[config.mk]
export PLATFORM = sky130hd
export DESIGN_NAME = dff_pipe
export DESIGN_NICKNAME = d
export VERILOG_FILES = /design/src/rtl/dff_pkg.sv /design/src/rtl/dff_stage.sv /design/src/rtl/dff_pipe.sv
export SDC_FILE = /design/constraint.sdc
export NUM_CORES = 1
export LEC_CHECK = 0
export ABC_AREA = 0
export CORE_ASPECT_RATIO = 1.25
export CORE_MARGIN = 3
export CORE_UTILIZATION = 43
export DETAILED_ROUTE_END_ITERATION = 6
export PLACE_DENSITY_LB_ADDON = 0.2
export SLEW_MARGIN = 15
export SYNTH_ARGS = -nofsm -noshare
export SYNTH_HDL_FRONTEND = slang
export SYNTH_SLANG_ARGS = --single-unit
[constraint.sdc]
create_clock -name clk -period 2.3 [get_ports clk]
set_input_delay 0.69 -clock clk [delete_from_list [all_inputs] [get_ports clk]]
set_output_delay 0.69 -clock clk [all_outputs]
set_load 0.02 [all_outputs]
[src/rtl/dff_pkg.sv]
// Shared constants for the enabled, flushable data pipeline.
// Holds default geometry and the count-width helper.
package dff_pkg;

  localparam int DEF_WIDTH = 8;
  localparam int DEF_DEPTH = 4;

  // Bits needed to hold 0..depth valid entries.
  function automatic int cnt_w(input int depth);
    return $clog2(depth + 1);
  endfunction

endpackage

[src/rtl/dff_stage.sv]
// One pipeline stage: a WIDTH-bit data register plus its valid bit.
// Ports: clk, reset, flush, en, d/d_valid in, q/q_valid out.
module dff_stage
  import dff_pkg::*;
#(
  parameter int              WIDTH     = DEF_WIDTH,
  parameter logic [WIDTH-1:0] RESET_VAL = '0
) (
  input  logic             clk,
  input  logic             reset,
  input  logic             flush,
  input  logic             en,
  input  logic [WIDTH-1:0] d,
  input  logic             d_valid,
  output logic [WIDTH-1:0] q,
  output logic             q_valid
);

  // Flush drops only the valid bit; data is left in place.
  always_ff @(posedge clk) begin
    if (reset) begin
      q       <= RESET_VAL;
      q_valid <= 1'b0;
    end else if (flush) begin
      q_valid <= 1'b0;
    end else if (en) begin
      q       <= d;
      q_valid <= d_valid;
    end
  end

endmodule

[src/rtl/dff_pipe.sv]
// DEPTH-stage enabled data pipeline with valid tags, flush and a
// running occupancy count. Ports: clk, reset, en, flush, d, d_valid,
// q, q_valid, taps (all stage data), count, full, empty.
module dff_pipe
  import dff_pkg::*;
#(
  parameter int               WIDTH     = DEF_WIDTH,
  parameter int               DEPTH     = DEF_DEPTH,
  parameter logic [WIDTH-1:0] RESET_VAL = '0
) (
  input  logic                     clk,
  input  logic                     reset,
  input  logic                     en,
  input  logic                     flush,
  input  logic [WIDTH-1:0]         d,
  input  logic                     d_valid,
  output logic [WIDTH-1:0]         q,
  output logic                     q_valid,
  output logic [WIDTH*DEPTH-1:0]   taps,
  output logic [cnt_w(DEPTH)-1:0]  count,
  output logic                     full,
  output logic                     empty
);

  localparam int CW = cnt_w(DEPTH);

  logic [WIDTH-1:0] sd  [DEPTH];
  logic             sv  [DEPTH];
  logic [WIDTH-1:0] din [DEPTH];
  logic             vin [DEPTH];

  for (genvar k = 0; k < DEPTH; k++) begin : g_stage
    if (k == 0) begin : g_head
      assign din[k] = d;
      assign vin[k] = d_valid;
    end else begin : g_body
      assign din[k] = sd[k-1];
      assign vin[k] = sv[k-1];
    end

    dff_stage #(
      .WIDTH     (WIDTH),
      .RESET_VAL (RESET_VAL)
    ) u_stage (
      .clk     (clk),
      .reset   (reset),
      .flush   (flush),
      .en      (en),
      .d       (din[k]),
      .d_valid (vin[k]),
      .q       (sd[k]),
      .q_valid (sv[k])
    );

    assign taps[k*WIDTH +: WIDTH] = sd[k];
  end

  logic [CW-1:0] count_r;
  logic          last_v;

  assign last_v = sv[DEPTH-1];

  // Occupancy tracks entry minus exit; both or neither leaves it.
  always_ff @(posedge clk) begin
    if (reset) begin
      count_r <= '0;
    end else if (flush) begin
      count_r <= '0;
    end else if (en) begin
      if (d_valid && !last_v) begin
        count_r <= count_r + CW'(1);
      end else if (!d_valid && last_v) begin
        count_r <= count_r - CW'(1);
      end
    end
  end

  assign q       = sd[DEPTH-1];
  assign q_valid = last_v;
  assign count   = count_r;
  assign full    = (count_r == CW'(DEPTH));
  assign empty   = (count_r == '0);

endmodule

# After elaboration in Yosys (flattened, before gate mapping)
# Cells that the tools add are included.
[classes]
mul = 0
add_sub_neg = 2
n_reduce_logical = 9
magnitude_cmp = 0
div_mod_pow = 0
n_bitwise = 1
shifts = 0
eq_ne = 1
n_mux = 2
[op_table]
columns = ["op", "n"]
rows = [
  ["3-bit two-way mux", 2],
  ["2-bit AND reduction", 2],
  ["3-bit by 1-bit adder with 3-bit output (second input constant)", 1],
  ["3-bit == test (second input constant)", 1],
  ["3-bit logical NOT", 1],
  ["3-bit by 1-bit subtractor with 3-bit output (second input constant)", 1],
  ["1-bit logical AND", 2],
  ["1-bit logical NOT", 2],
  ["2-bit nonzero test", 1],
  ["2-bit OR reduction", 1],
  ["1-bit inverter", 1],
]
[word_totals]
memories = 0
elab_cells = 24
inputBits = 13
latchBits = 0
romBits = 0
ram_bits = 0
reg_bits = 39

# Logic depth before layout (Yosys ltp)
[depth]
ltp_word = 4
mapped_depth = 7
mapped_depth_nobuf = 7

# Hierarchy
# From an unflattened synthesis, not the netlist that was laid out.
[unflattened]
cells_unflattened = 179
area_unflattened_um2 = 1849.3
[modules_own_cells]
columns = ["module", "instances", "area_per_inst_um2", "cells_per_inst", "seq_area_each_um2"]
rows = [
  ["dff_stage", 4, 401.6, 38, 180.2],
  ["dff_pipe", 1, 242.7, 27, 60.1],
]

# Worst setup path after synthesis
# No wires, ideal clock.
[synth_timing]
kind = "input to register"
start = "input d_valid"
end = "register count_r[2], in the netlist count[2]"
setup_ns = 0.116
t_required_ns = 2.184
cell_stages = 6
path_buffers = 0
arrival_time_ns = 1.732
setup_slack_ns = 0.453
path_cell_list = "ha_1 > inv_1 > fa_1 > xnor2_1 > a211oi_2 > a31o_1"
[synth_between]
elab_chain_len = 4
word_cells_on_any_way = 6
classes_between = "1 x mux; 5 x reduce/logical"
[synth_lines]
columns = ["item", "line", "rtl"]
rows = [
  ["start, declared", "dff_pipe.sv:16", "input logic d_valid,"],
  ["1-bit logical NOT", "dff_pipe.sv:72", "end else if (!d_valid && last_v) begin"],
  ["1-bit logical AND", "dff_pipe.sv:72", ""],
  ["2-bit nonzero test (no line)", "n/a", ""],
  ["2-bit AND reduction (no line)", "n/a", ""],
  ["end signal, assigned", "dff_pipe.sv:71", "count_r <= count_r + CW'(1);"],
  ["end signal, assigned", "dff_pipe.sv:73", "count_r <= count_r - CW'(1);"],
  ["end, declared", "dff_pipe.sv:58", "logic [CW-1:0] count_r;"],
]
# Parallel ways exist; a longest one is shown, timed or not.
# A chain may end at the register's enable or synchronous reset.

# Worst setup path in the final report
[layout_timing]
start = "register count_r[0], in the netlist count[0]"
end = "output empty"
[layout_between]
elab_chain_len = 1
[layout_lines]
columns = ["item", "line", "rtl"]
rows = [
  ["3-bit logical NOT", "dff_pipe.sv:82", "assign empty = (count_r == '0);"],
  ["end, declared", "dff_pipe.sv:22", "output logic empty"],
]
# Every way passes these cells.

==> metrics.md <==
| Metric | Value |
|---|---|
| Max Fanout on Critical Path | `5` |
| Io pins | `59` |
| Gr usage total | `16.2%` |
| H-tree levels | `2` |
| Drt wl/cell | `12.3 um` |
| Post-Synth Adder-Cell Area | `2.14%` |
| Initial antenna violation count | `0` |
| Post-synth top area share | `51.3%` |
| CP Class | `flop to output port` |
| CTS tree | `done` |
| Die Span Y | `72.5 um` |
| Mux contribution to synthesized area | `3.29%` |
| Vias per cell | `4.85` |
| Clock sinks | `39` |
| Post-Synth Simple-Gate Area | `20.0%` |
| Period utilisation layout | `95.1%` |
| Number of port buffers | `58` |
| Num CTS Buffers | `5` |
| Req. time, crit path | `1.61 ns` |
| Layout cells sized above 1 | `6.01%` |
| Crit-path slowest cell | `clkdlybuf4s50_1` |
| Number of setup violations in the final report | `0` |
| Slew margin rel. | `69.4%` |
| Die area | `4300 um^2` |
| First-pass DRT Iterations | `4` |
| Core area | `3310 um^2` |
| Number of antenna diodes | `0` |
| First-pass GRT wire length | `5.24 mm` |
| CP Launch Type | `flop` |
| Root Buffer Master | `clkbuf_8` |
| Final Slew Violations | `0` |
| Largest family of logic cells by synthesized area | `simple AND/OR/NAND/NOR gates` |
| Status | `complete, no violations` |
| Top Family by Delay on Critical Path | `buffers and inverters` |
| Via Count | `1309` |
| Synth Cell Area | `1520 um^2` |
| Pin count of the biggest net entering global routing | `33` |
| Synth warnings | `0` |
| Gpl congestion | `0.711` |
| Final net count | `247` |
| Sequential area share after synthesis | `51.3%` |
| Die Width | `59.2 um` |
| Rows | `23` |
| Post-synthesis compound-gate area fraction | `11.9%` |
| Finished Cell Area | `2160 um^2` |
| Worst Skew | `0.00548 ns` |
| Yosys cell types | `20` |
| Crit path cell chain | `nor3_1 > clkdlybuf4s50_1` |
| Max Clock Freq | `457 MHz` |
| Post-synth top area cell | `dfxtp_1` |
| Antenna-violating nets left | `0` |
| Post-route DRC | `0` |
| Dominant cells by area after synthesis | `dfxtp_1 51%, nand2_1 16%, a21oi_1 11%, buf_4 4.9%, mux2i_1 3.3%` |
| Post-synthesis xor/xnor area fraction | `1.15%` |
| Area delta synth->final | `42.0%` |
| Slew at the pin with the worst max-slew slack | `0.458 ns` |
| Maximum VDD drop | `0.663 mV` |
| Post-DP Area | `2040 um^2` |
| Syn nets | `198` |
| Worst setup EP type | `output port` |
| Number of global-route vias before repair | `1204` |
| Crit path buffers/inverters | `1` |
| Max-Cap Viols | `0` |
| Final min period | `2.19 ns` |
| Initial DRC Count | `28` |
| Syn_area_per_cell | `8.32 um^2` |
| # Post-CTS Setup Buffers | `0` |
| HPWL after DPL | `2.26 mm` |
| Synth Register Bits | `39` |
| Post-Synthesis Cells | `183` |
| Static leakage | `0.000778 uW` |
| CP arrival | `1.50 ns` |
| Slowest stage delay, CP | `0.64 ns` |
| Final hold violation count | `0` |
| CTS max path bufs | `2` |
| Clock latency on the worst-skew pair | `0.29 ns` |
| Cell Pwr Density | `649 nW/um^2` |
| WHS | `0.469 ns` |
| Initial Utilization | `46.0%` |
| Routed Wire Length | `3.31 mm` |
| Min-delay worst type | `flop to flop` |
| Global route overflow | `0` |
| RSZ-0062 raised after global routing | `false` |
| CTS clk-pin slew, worst paths | `0.07 ns` |
## logic make-up (layout without fill, tap and decap cells)
kind of cell / Yosys count / after routing
AOI/OAI and AO/OA: 34 / 34
adders and majority gates: 2 / 2
and+or+nand+nor: 77 / 77
muxes: 5 / 5
DFF: 39 / 39
buffers and inverters: 24 / 74
xor gates and xnor gates: 2 / 2
## routing by layer
| layer | wire length (um) | share of wire, % | global-route usage (%) |
|---|---|---|---|
| met1 | 1420 | 43 | 18.5 |
| met2 | 1530 | 46 | 25.9 |
| met3 | 298 | 9.0 | 6.41 |
| met4 | 60 | 1.8 | 7.56 |
| met5 | 0 | 0 | 0 |
## per-stage QoR
step	TNS [ns]	utilization (%)	power [uW]	instances	worst slack, ns
after global placement	-0.0599	61.7	836	262	-0.0599
final	0	65.3	1400	270	0.112
after floorplan	0	-	787	183	0.453
after CTS	0	65.3	1420	270	0.0445
after global routing	0	65.3	1460	270	0.0377
after detailed placement	-0.107	61.7	840	262	-0.107
## cell usage in the layout (no fill, tap or decap), drive strengths merged
| cell type | n |
|---|---|
| dlymetal6s2s | 1 |
| dfxtp | 39 |
| mux2i | 5 |
| clkdlybuf4s50 | 57 |
| bufinv | 1 |
| inv | 3 |
| nand2 | 64 |
| ha | 1 |
| clkbuf | 6 |
| and2b | 2 |
| nand2b | 1 |
| buf | 5 |
| xnor2 | 2 |
| clkinv | 1 |
| a211oi | 1 |
| fa | 1 |
| a31o | 1 |
| a21oi | 32 |
| or2 | 1 |
| nor3 | 2 |
| nor2 | 7 |
## power breakdown
| part | switching (uW) | total [uW] | internal (uW) | leakage, uW |
|---|---|---|---|---|
| registers | 10.2 | 697 | 687 | 0.000316 |
| logic | 68.1 | 128 | 59.9 | 0.000401 |
| clock network | 228 | 578 | 351 | 0.0000612 |
## worst paths after layout
path | slack [ns] | end | startpoint | depth (start not counted)
worst max register to register | 0.71 | count[2] | g_stage[3].u_stage.q_valid | 7
worst max-delay path | 0.11 | empty | count[0] | 2
worst min-delay path | 0.47 | g_stage[3].u_stage.q[1] | g_stage[3].u_stage.q[1] | 2
worst min register to register | 0.47 | g_stage[3].u_stage.q[1] | g_stage[3].u_stage.q[1] | 2
## cell type report
cell class                      instances  area [um^2]
Inverter                                3         11.3
Sequential cell                        39          781
Clock buffer                            6         82.6
Timing Repair Buffer                   63          621
Clock inverter                          2         35.0
Fill cell                             294         1150
Tap cell                               37         46.3
Multi-Input combinational cell        120          586
## tightest hold or removal path, stage by stage, from the launching register on
cell and delay (ns):
dfxtp_1 0.32, nand2_1 0.05, a21oi_1 0.05
## registers in the layout, indices dropped and copies added (netlist names)
signal                   count
count                        3
g_stage.u_stage.q           32
g_stage.u_stage.q_valid      4
## synth_stat cells
master,number
a31o_1,1
ha_1,1
nor3_1,2
or2_0,1
nand2b_1,1
dfxtp_1,39
buf_2,4
a21oi_1,32
and2b_1,2
a211oi_2,1
fa_1,1
nand2_1,64
inv_1,3
clkbuf_1,3
buf_4,10
nor2_1,7
xnor2_1,2
clkbuf_2,1
mux2i_1,5
buf_6,3
## repair_timing
action                                  in CTS  in global routing
endpoints found under the setup margin       0                  1
hold buffers                                 0                  0
endpoints found under the hold margin        0                  0
gates resized for setup                      0                  1
No activity file was read; power rests on OpenSTA's default activity.
